<file path="config.mk">
export PLATFORM = sky130hd
export DESIGN_NAME = tristate_bus_arbiter
export DESIGN_NICKNAME = d
export VERILOG_FILES = /design/src/rtl/tristate_bus_arbiter_pkg.sv /design/src/rtl/tristate_bus_arbiter_rr_pick.sv /design/src/rtl/tristate_bus_arbiter.sv
export SDC_FILE = /design/constraint.sdc
export NUM_CORES = 1
export LEC_CHECK = 0
export BUFFER_PORTS_ARGS = -buffer_cell sky130_fd_sc_hd__clkbuf_2
export CORE_MARGIN = 10
export CORE_UTILIZATION = 45
export CTS_BUF_LIST = sky130_fd_sc_hd__clkbuf_8
export CTS_CLUSTER_SIZE = 10
export DETAILED_ROUTE_END_ITERATION = 8
export GPL_TIMING_DRIVEN = 1
export PLACE_DENSITY = 0.65
export SLEW_MARGIN = 15
export SYNTH_ARGS = -nofsm -noshare
export SYNTH_HDL_FRONTEND = slang
export SYNTH_SLANG_ARGS = --single-unit
</file>
<file path="constraint.sdc">
create_clock -name clk -period 2.6 [get_ports clk]
set_input_delay 0.78 -clock clk [delete_from_list [all_inputs] [get_ports clk]]
set_output_delay 0.78 -clock clk [all_outputs]
set_load 0.05 [all_outputs]
</file>
<file path="src/rtl/tristate_bus_arbiter_pkg.sv">
// Shared definitions for the tristate bus arbiter: FSM state encoding and
// a constant-width helper used to size counters and index ports.
package tristate_bus_arbiter_pkg;

    typedef enum logic [1:0] {
        ST_IDLE  = 2'd0,
        ST_GRANT = 2'd1,
        ST_TURN  = 2'd2
    } state_t;

    // Ceiling log2 for elaboration-time width calculation (clog2(1) == 0).
    function automatic int clog2(input int value);
        int result;
        result = 0;
        for (int i = 0; i < 31; i++) begin
            result = ((1 << i) < value) ? i + 1 : result;
        end
        return result;
    endfunction

endpackage

</file>
<file path="src/rtl/tristate_bus_arbiter_rr_pick.sv">
// Round-robin picker: finds the first set request bit starting at ptr and
// wrapping modulo NREQ. Purely combinational.
module rr_pick
    import tristate_bus_arbiter_pkg::*;
#(
    parameter int NREQ = 4,
    parameter int PW   = clog2(NREQ)
) (
    input  logic [NREQ-1:0] req,
    input  logic [PW-1:0]   ptr,
    output logic [NREQ-1:0] pick,
    output logic [PW-1:0]   idx,
    output logic            valid
);

    logic [PW-1:0] idx_s;
    logic          valid_s;

    // Scan from the farthest slot back toward ptr so the nearest hit wins.
    always_comb begin
        int j;
        j       = 0;
        idx_s   = {PW{1'b0}};
        valid_s = 1'b0;
        for (int k = NREQ - 1; k >= 0; k--) begin
            j       = (int'(ptr) + k >= NREQ) ? int'(ptr) + k - NREQ : int'(ptr) + k;
            idx_s   = req[PW'(j)] ? PW'(j) : idx_s;
            valid_s = req[PW'(j)] ? 1'b1   : valid_s;
        end
    end

    assign idx   = idx_s;
    assign valid = valid_s;
    assign pick  = valid_s ? (NREQ'(1) << idx_s) : {NREQ{1'b0}};

endmodule

</file>
<file path="src/rtl/tristate_bus_arbiter.sv">
// Round-robin owner sequencer for a shared tristate bus. One tristate buffer
// enable per requester; owners are separated by all-disabled turnaround
// cycles, and continuous ownership is capped while others are waiting.
module tristate_bus_arbiter
    import tristate_bus_arbiter_pkg::*;
#(
    parameter int NREQ      = 4,
    parameter int MAX_HOLD  = 8,
    parameter int TA_CYCLES = 1
) (
    input  logic                   clk,
    input  logic                   rst_n,
    input  logic [NREQ-1:0]        req,
    output logic [NREQ-1:0]        gnt,
    output logic [NREQ-1:0]        en,
    output logic [clog2(NREQ)-1:0] owner,
    output logic                   busy
);

    localparam int PW = clog2(NREQ);
    localparam int HW = clog2(MAX_HOLD + 1);
    localparam int TW = clog2(TA_CYCLES + 1);

    state_t          state_r, state_next_s;
    logic [NREQ-1:0] gnt_r, gnt_next_s;
    logic [PW-1:0]   owner_r, owner_next_s;
    logic            busy_r, busy_next_s;
    logic [PW-1:0]   ptr_r, ptr_next_s;
    logic [HW-1:0]   hold_r, hold_next_s;
    logic [TW-1:0]   turn_r, turn_next_s;

    logic [NREQ-1:0] pick_s;
    logic [PW-1:0]   pick_idx_s;
    logic            pick_valid_s;
    logic            hold_max_s;
    logic            others_s;
    logic            release_s;
    logic            turn_last_s;

    // One picker serves both arbitration points (IDLE and last TURN cycle),
    // always scanning from the pointer left behind by the last release.
    rr_pick #(
        .NREQ (NREQ),
        .PW   (PW)
    ) u_rr_pick (
        .req   (req),
        .ptr   (ptr_r),
        .pick  (pick_s),
        .idx   (pick_idx_s),
        .valid (pick_valid_s)
    );

    assign hold_max_s  = (hold_r == HW'(MAX_HOLD));
    assign others_s    = |(req & ~gnt_r);
    assign release_s   = !req[owner_r] || (hold_max_s && others_s);
    assign turn_last_s = (turn_r == TW'(TA_CYCLES));

    // Next-state and next-output logic for the IDLE/GRANT/TURN sequencer.
    always_comb begin
        state_next_s = state_r;
        gnt_next_s   = gnt_r;
        owner_next_s = owner_r;
        busy_next_s  = busy_r;
        ptr_next_s   = ptr_r;
        hold_next_s  = hold_r;
        turn_next_s  = turn_r;
        case (state_r)
            ST_IDLE: begin
                if (pick_valid_s) begin
                    state_next_s = ST_GRANT;
                    gnt_next_s   = pick_s;
                    owner_next_s = pick_idx_s;
                    busy_next_s  = 1'b1;
                    hold_next_s  = HW'(1);
                end else begin
                    gnt_next_s   = {NREQ{1'b0}};
                    owner_next_s = {PW{1'b0}};
                    busy_next_s  = 1'b0;
                end
            end
            ST_GRANT: begin
                hold_next_s = hold_max_s ? hold_r : hold_r + HW'(1);
                if (release_s) begin
                    state_next_s = ST_TURN;
                    gnt_next_s   = {NREQ{1'b0}};
                    busy_next_s  = 1'b1;
                    ptr_next_s   = (owner_r == PW'(NREQ - 1)) ? {PW{1'b0}} : owner_r + PW'(1);
                    turn_next_s  = TW'(1);
                end else begin
                    state_next_s = ST_GRANT;
                end
            end
            ST_TURN: begin
                if (!turn_last_s) begin
                    turn_next_s = turn_r + TW'(1);
                end else if (pick_valid_s) begin
                    state_next_s = ST_GRANT;
                    gnt_next_s   = pick_s;
                    owner_next_s = pick_idx_s;
                    busy_next_s  = 1'b1;
                    hold_next_s  = HW'(1);
                end else begin
                    state_next_s = ST_IDLE;
                    owner_next_s = {PW{1'b0}};
                    busy_next_s  = 1'b0;
                    turn_next_s  = {TW{1'b0}};
                end
            end
            default: begin
                state_next_s = ST_IDLE;
                gnt_next_s   = {NREQ{1'b0}};
                owner_next_s = {PW{1'b0}};
                busy_next_s  = 1'b0;
                ptr_next_s   = {PW{1'b0}};
                hold_next_s  = {HW{1'b0}};
                turn_next_s  = {TW{1'b0}};
            end
        endcase
    end

    // State and output registers; async reset drops the bus enables at once.
    always_ff @(posedge clk or negedge rst_n) begin
        if (!rst_n) begin
            state_r <= ST_IDLE;
            gnt_r   <= {NREQ{1'b0}};
            owner_r <= {PW{1'b0}};
            busy_r  <= 1'b0;
            ptr_r   <= {PW{1'b0}};
            hold_r  <= {HW{1'b0}};
            turn_r  <= {TW{1'b0}};
        end else begin
            state_r <= state_next_s;
            gnt_r   <= gnt_next_s;
            owner_r <= owner_next_s;
            busy_r  <= busy_next_s;
            ptr_r   <= ptr_next_s;
            hold_r  <= hold_next_s;
            turn_r  <= turn_next_s;
        end
    end

    assign gnt   = gnt_r;
    assign en    = gnt_r;
    assign owner = owner_r;
    assign busy  = busy_r;

endmodule

</file>
; ---- Word level (Yosys, flattened, before mapping)
; Index checks and enable logic that the tools add are counted.
; Widths: inputs -> output; s select.
[totals]
reg_bits = 16
out_inout_bits = 11
word_cells = 106
[op_classes]
addsub = 10
n_lt_le_gt_ge = 9
eq_ne = 9
shifts = 1
n_mux = 52
bitwise_logic = 5
reduce_logical = 13
[op_table]
columns = cell, n
row1 = $mux 2, 15
row2 = $mux 4, 7
row3 = $pmux 4 s3, 2
row4 = $mux 1, 18
row5 = $lt 2x4->1 const B, 4
row6 = $pmux 2 s3, 2
row7 = $reduce_and 2->1, 6
row8 = $bmux 1 s2, 5
row9 = $ne 2x2->1 const B, 5
row10 = $ge 3x3->1 const B, 3
row11 = $sub 2x1->2 const B, 4
row12 = $add 2x2->3 const B, 2
row13 = $pmux 1 s3, 2
row14 = $add 4x1->4 const B, 1
row15 = $and 4x4->4, 1
row16 = $eq 2x2->1 const B, 2
row17 = $eq 4x4->1 const B, 1
row18 = $not 4->4, 1
row19 = $pmux 2 s2, 1
row20 = $reduce_or 4->1, 1
row21 = $shl 1x2->4 const A, 1
row22 = $add 2x1->3 const B, 1
row23 = $ge 2x3->1 const B, 1
row24 = $lt 2x3->1 const B, 1
row25 = other kinds (10), 12

; ---- Longest topological paths before layout
; Gate-level depths: netlist of the first run.
[logic_depth]
ltp_word = 14
ltp_mapped = 7

; ---- Cells and area by module
; A second synthesis of the first run with hierarchy kept.
[unflattened]
cells_unflattened = 132
hier_area_um2 = 1221.2
[modules_own_cells]
columns = mod, n_inst, cells_each, area_per_inst_um2, seq_area_each_um2
row1 = tristate_bus_arbiter, 1, 102, 1046.0, 400.4
row2 = rr_pick, 1, 30, 175.2, 0.0

; ---- Worst setup path after synthesis of the first run
; No wires, ideal clock.
[synth_timing]
path_kind = input-to-reg
from = input port req[3]
to = register gnt_r[0], in the netlist en[0]
setup_ps = 125
arrival_ps = 2227
t_required_ps = 2475
path_slack_ps = 248
cell_stages = 5
n_path_buf = 0
cell_sequence = nor2b_4 > o41a_1 > a2111oi_4 > a21o_4 > mux2_4
[synth_between]
elab_chain_len = 11
[synth_lines]
columns = item, line
row1 = start: declaration, tristate_bus_arbiter.sv:13  ; input logic [NREQ-1:0] req,
row2 = $bmux 1 s2, "tristate_bus_arbiter_rr_pick.sv:27, tristate_bus_arbiter_rr_pick.sv:28"
row3 = $mux 1 (not written as such) (2 in a row), "tristate_bus_arbiter_rr_pick.sv:27, tristate_bus_arbiter_rr_pick.sv:28"
row4 = $mux 2 (4 in a row), tristate_bus_arbiter_rr_pick.sv:27  ; idx_s = req[PW'(j)] ? PW'(j) : idx_s;
row5 = $shl 1x2->4, tristate_bus_arbiter_rr_pick.sv:34  ; assign pick = valid_s ? (NREQ'(1) << idx_s) : {NREQ{1'b0}};
row6 = $mux 4, tristate_bus_arbiter.sv:96  ; end else if (pick_valid_s) begin
row7 = $mux 4, tristate_bus_arbiter.sv:94  ; if (!turn_last_s) begin
row8 = $pmux 4 s3, tristate_bus_arbiter.sv:67  ; case (state_r)
row9 = end signal: assignment, tristate_bus_arbiter.sv:125  ; gnt_r <= {NREQ{1'b0}};
row10 = end signal: assignment, tristate_bus_arbiter.sv:133  ; gnt_r <= gnt_next_s;
row11 = end: declaration, tristate_bus_arbiter.sv:25  ; logic [NREQ-1:0] gnt_r, gnt_next_s;
; Parallel ways exist; a longest one is shown, timed or not. The select of a mux whose other input is x is not followed.
; A chain may end at the register's enable or synchronous reset.

; ---- Worst setup path in the final report of the first run
[layout_timing]
from = input port req[3]
to = register gnt_r[2], in the netlist en[2]
; The elaborated chain is that of the path after synthesis.

==> impl_metrics.env, run 1 <==
export IMPL_status="complete, no violations"
export IMPL_avgSynthCellArea_sq_um=9.46
export IMPL_nNetsFinal=156
export IMPL_r2r_end="hold_r[2]"
export IMPL_cts_setup_buffers=0
export IMPL_synth_top_family_by_area="simple AND/OR/NAND/NOR gates"
export IMPL_chipWidth_um=70.6
export IMPL_cts_max_level=1
export IMPL_synthTopCellsByArea="dfrtp_1, ha_1, mux2_4"
export IMPL_irDropWorstVdd_mv=0.818
export IMPL_min_path_type="in -> async"
export IMPL_die_h_um=70.6
export IMPL_yosysTopAreaCell="dfrtp_1"
export IMPL_hold_buffers=0
export IMPL_placed_cell_area_sq_um=1270
export IMPL_finalSetupViolCount=0
export IMPL_yosys_area_share_simple_pct=20.3
export IMPL_grt_pass1_vias=957
export IMPL_synth_warnings=0
export IMPL_p_leak_nw=0.629
export IMPL_fp_coreArea_sq_um=2450
export IMPL_wirelength_um=2630
export IMPL_ys_ff_latch=16
export IMPL_synth_compound_area_share_pct=19.7
export IMPL_endpoint="en[2]"
export IMPL_power_total_mw=1.69
export IMPL_port_buffers=16
export IMPL_syn_inst=122
export IMPL_stdcell_area_sq_um=1330
export IMPL_rr_worst_depth=7
export IMPL_final_util_pct=54.0
export IMPL_first_iter_violations=45
export IMPL_firstDrtPassIters=4
export IMPL_hold_slack_ns=0.435
export IMPL_max_freq_mhz=445
export IMPL_synth_top_cell_area_share_pct=34.7
export IMPL_synthAdderAreaFrac_pct=8.68
export IMPL_worst_slew_pin_slew_ns=0.527
export IMPL_grt_use_total_pct=10.6
export IMPL_finalSetupTns_ns=0
export IMPL_rrSetupSlack_ns=0.54
export IMPL_critPathKind="in -> reg"
export IMPL_grt_pass1_wl_um=4470
export IMPL_setup_ws_ns=0.352
export IMPL_drc=0
export IMPL_cts_repair_resized=0
export IMPL_via_per_inst=5.63
export IMPL_worstPathArrival_ns=2.40
export IMPL_drv_slew=0
export IMPL_num_antenna_cells=0
export IMPL_cts_tree="built"
export IMPL_period_share_pct=86.5
export IMPL_dp_cells=167
export IMPL_start_util_pct=47.0
export IMPL_antenna_found_initial=0
export IMPL_pre_cts_ws_ns=0.102
export IMPL_grt_max_degree=17
export IMPL_reg2reg_from="state_r[0]"
export IMPL_rsz0062_at_grt="false"
export IMPL_synth_mux_area_share_pct=9.65
export IMPL_areaGrowthSynthToFinish_pct=15.0
export IMPL_crit_path_max_fanout=7
export IMPL_drive_gt1_share_pct=25.5
export IMPL_clk_latency_ns=0.26
export IMPL_synth_cell_types=43
export IMPL_cp_end_kind="flip-flop"
export IMPL_fp_dieArea_sq_um=4990
export IMPL_num_rows=18
export IMPL_worstPathRequired_ns=2.75
export IMPL_n_fill_cell=213
export IMPL_grt_ovfl_total=0
export IMPL_min_period_ns=2.25
export IMPL_p_per_area_nw_per_um2=1280
export IMPL_netlist_area_sq_um=1150
export IMPL_start_kind="input pin"
export IMPL_routabilityCongestion=0.863
export IMPL_hold_viol_final=0
export IMPL_startpoint="req[3]"
export IMPL_synth_xor_area_share_pct=0.759
export IMPL_vias=963
export IMPL_multi_input_area_sq_um=682
export IMPL_synth_nets=136
export IMPL_wl_per_cell_um=15.4
export IMPL_maxSlewHeadroom_pct=64.7
export IMPL_ios=17
export IMPL_cts_buffer_depth=2
export IMPL_seq_area_sq_um=400
export IMPL_hpwlAfterDp_um=1990
export IMPL_ys_seq_area_share_pct=34.7
export IMPL_root_buffer="clkbuf_8"
export IMPL_cts_made_buffers=3
export IMPL_antenna_left=0
export IMPL_clock_sinks=16
export IMPL_cap_violations=0
export IMPL_final_cell_count_no_fill=171
export IMPL_clk_pin_slew_ns=0.07
export IMPL_fin_skew_ns=0.00194
## layout make-up
| type | instances | share of cell area (%) |
|---|---|---|
| Tap cell | 30 | 2.83 |
| Timing Repair Buffer | 21 | 8.87 |
| Sequential cell | 16 | 30.2 |
| Inverter | 9 | 2.55 |
| Clock buffer | 4 | 4.15 |
| Multi-Input combinational cell | 91 | 51.4 |
## metal layers
layer	share of wire [%]	global-route usage (%)	vias to the layer above	wire length, um
li1	-	-	469	-
met1	47	12.7	468	1250
met2	44	16.5	22	1170
met3	6.9	4.32	4	181
met4	1.3	4.52	0	34
met5	0	0	-	0
## worst min path at each step
| stage | start | to | cells after the start |
|---|---|---|---|
| 6_report | rst_n | hold_r[1] | 1 |
| 5_1_grt | rst_n | hold_r[1] | 1 |
| 4_1_cts | rst_n | hold_r[1] | 1 |
| 3_5_place_dp | busy | busy | 2 |
| 3_3_place_gp | busy | busy | 2 |
| 2_1_floorplan | rst_n | busy | 0 |
## state kept, by name, indices dropped and copies added, names as in the netlist
register,flops
state_r,2
turn_last_s,1
ptr_r,2
en,4
hold_r,4
busy,1
owner,2
## critical path: stages
cell and delay [ns]:
clkbuf_2 0.14, nor2b_4 0.14, o41a_1 0.46, a2111oi_4 0.40, a21o_4 0.18, mux2_4 0.29
## where the power goes
part	switching [mW]	leakage, nW	internal, mW
sequential	0.115	0.208	0.346
combinational	0.623	0.392	0.370
clock	0.103	0.0288	0.135
## placed cells by master (no fill, tap or decap), types with 2 or more instances in the layout
cell type,count
a21oi_1,4
nor2_1,6
clkbuf_2,16
a211oi_1,2
nor4_1,2
o21ai_0,9
inv_1,9
clkbuf_8,4
dfrtp_1,16
buf_4,5
ha_1,8
nand2_1,12
o31ai_1,2
nor3_1,2
mux2_4,4
mux2i_1,4
nor2b_1,8
nand2b_1,3
## cell families after synthesis
| family | after synthesis |
|---|---|
| compound gates | 30 |
| xor+xnor | 1 |
| fa+ha+maj | 8 |
| buf+inv | 15 |
| flops | 16 |
| mux | 9 |
| simple gates | 43 |
## synth_stat cells (all sizes together)
library cell and count:
a2111oi 1, a211oi 2, a21boi 1, a21o 2, a21oi 4, a221oi 1, a22o 1, a31oi 1
a32o 1, and3 1, and3b 1, buf 5, clkbuf 1, dfrtp 16, ha 8, inv 9
mux2 5, mux2i 4, nand2 12, nand2b 3, nand3 1, nand3b 1, nand4 1, nor2 7
nor2b 9, nor3 2, nor4 2, o211ai 1, o21a 1, o21ai 9, o22ai 1, o31ai 2
o41a 1, o41ai 1, or2 1, or3 1, or4 1, xor2 1
Note: power is estimated with default switching activity, not from simulation.
==> run 2: changes to the inputs <==
MAX_ROUTING_LAYER = met4   (was not set)
REMOVE_ABC_BUFFERS = 1   (was not set)
clock period = 2.4 ns   (was 2.6 ns; I/O delays follow)
==> impl_metrics.env, run 2 (synthesis results as in run 1) <==
export IMPL_status="complete, no violations"
export IMPL_grt_use_total_pct=11.1
export IMPL_start_kind="input pin"
export IMPL_clk_pin_slew_ns=0.06
export IMPL_power_total_mw=1.80
export IMPL_worstPathRequired_ns=2.53
export IMPL_critPathKind="in -> reg"
export IMPL_n_fill_cell=217
export IMPL_ios=17
export IMPL_cts_setup_buffers=0
export IMPL_num_rows=18
export IMPL_grt_ovfl_total=0
export IMPL_port_buffers=16
export IMPL_path_delay_family="compound AO/OA/AOI/OAI gates"
export IMPL_path_cells="clkbuf_2 -> nor2b_1 -> o41a_1 -> a2111oi_4 -> buf_4 -> nor2_2 -> mux2_4"
export IMPL_clock_sinks=16
export IMPL_reg2reg_from="state_r[0]"
export IMPL_cts_repair_resized=0
export IMPL_finalSetupViolCount=0
export IMPL_fin_skew_ns=0.00260
export IMPL_cts_max_level=1
export IMPL_grt_max_degree=17
export IMPL_first_iter_violations=48
export IMPL_vias=963
export IMPL_wirelength_um=2670
export IMPL_drive_gt1_share_pct=27.6
export IMPL_hold_buffers=0
export IMPL_final_cell_count_no_fill=175
export IMPL_drv_slew=0
export IMPL_maxSlewHeadroom_pct=69.5
export IMPL_hpwlAfterDp_um=2140
export IMPL_chipWidth_um=70.6
export IMPL_num_antenna_cells=0
export IMPL_clk_latency_ns=0.25
export IMPL_cap_violations=0
export IMPL_hold_viol_final=0
export IMPL_firstDrtPassIters=4
export IMPL_grt_pass1_vias=976
export IMPL_rr_worst_depth=7
export IMPL_drc=0
export IMPL_wl_per_cell_um=15.2
export IMPL_fp_dieArea_sq_um=4990
export IMPL_antenna_left=0
export IMPL_fp_coreArea_sq_um=2450
export IMPL_cts_tree="built"
export IMPL_cp_end_kind="flip-flop"
export IMPL_worst_slew_pin_slew_ns=0.455
export IMPL_cpMaxStageDelayCell="o41a_1"
export IMPL_dp_cells=172
export IMPL_stdcell_area_sq_um=1350
export IMPL_root_buffer="clkbuf_8"
export IMPL_worst_path_stages=7
export IMPL_slowest_delay_ns=0.45
export IMPL_crit_buf_inv=2
export IMPL_p_per_area_nw_per_um2=1330
export IMPL_min_path_type="in -> async"
export IMPL_grt_pass1_wl_um=4550
export IMPL_crit_path_max_fanout=5
export IMPL_routabilityCongestion=0.847
export IMPL_cts_made_buffers=3
export IMPL_die_h_um=70.6
export IMPL_cts_buffer_depth=2
export IMPL_antenna_found_initial=0
export IMPL_rsz0062_at_grt="false"
export IMPL_worstPathArrival_ns=2.27
export IMPL_placed_cell_area_sq_um=1310
export IMPL_irDropWorstVdd_mv=0.679
export IMPL_areaGrowthSynthToFinish_pct=17.0
export IMPL_final_util_pct=55.0
export IMPL_p_leak_nw=0.646
export IMPL_start_util_pct=47.0
export IMPL_nNetsFinal=161
export IMPL_min_period_ns=2.13
export IMPL_final_cell_mix="dfrtp_1, clkbuf_2, nand2_1"
export IMPL_startpoint="req[2]"
export IMPL_period_share_pct=89.0
export IMPL_via_per_inst=5.50
export IMPL_max_freq_mhz=468
[run 2: metal layers]
| layer | vias up | global-route usage (%) | routed length, um |
|---|---|---|---|
| li1 | 476 | - | - |
| met1 | 450 | 12.3 | 1180 |
| met2 | 31 | 17.9 | 1230 |
| met3 | 6 | 4.60 | 206 |
| met4 | 0 | 3.66 | 56 |
| met5 | - | - | 0 |
[run 2: report_power, final]
group	switching, mW	leakage [nW]	internal, mW
registers	0.133	0.208	0.375
logic	0.666	0.416	0.424
clock network	0.0875	0.0216	0.111
total	0.886	0.646	0.911
[run 2: path summary, 6_finish.rpt]
| path | endpoint | slack (ns) |
|---|---|---|
| min in group clk | hold_r[0] | 0.54 |
| min | en[2] | 0.39 |
| max | turn_last_s | 0.27 |
| min reg2reg | hold_r[0] | 0.54 |
| max reg2reg | hold_r[2] | 0.37 |
| max in group asynchronous | state_r[0] | 1.71 |
[run 2: cell type report]
type,instances,area (sq um),area share (%)
flip-flops and latches,16,400,29.7
clock buffers,3,41.3,3.06
inverters,9,33.8,2.50
multi-input cells,91,682,50.5
repair buffers,26,155,11.5
well taps,30,37.5,2.78
[run 2: through the flow]
step	setup slack [ns]	hold slack [ns]	setup TNS [ns]
global route	0.190	0.413	0
finish	0.265	0.391	0
CTS	0.265	0.404	0
floorplan	-0.0832	0.424	-0.250
detailed placement	0.00304	0.524	0
global placement	0.0353	0.512	0
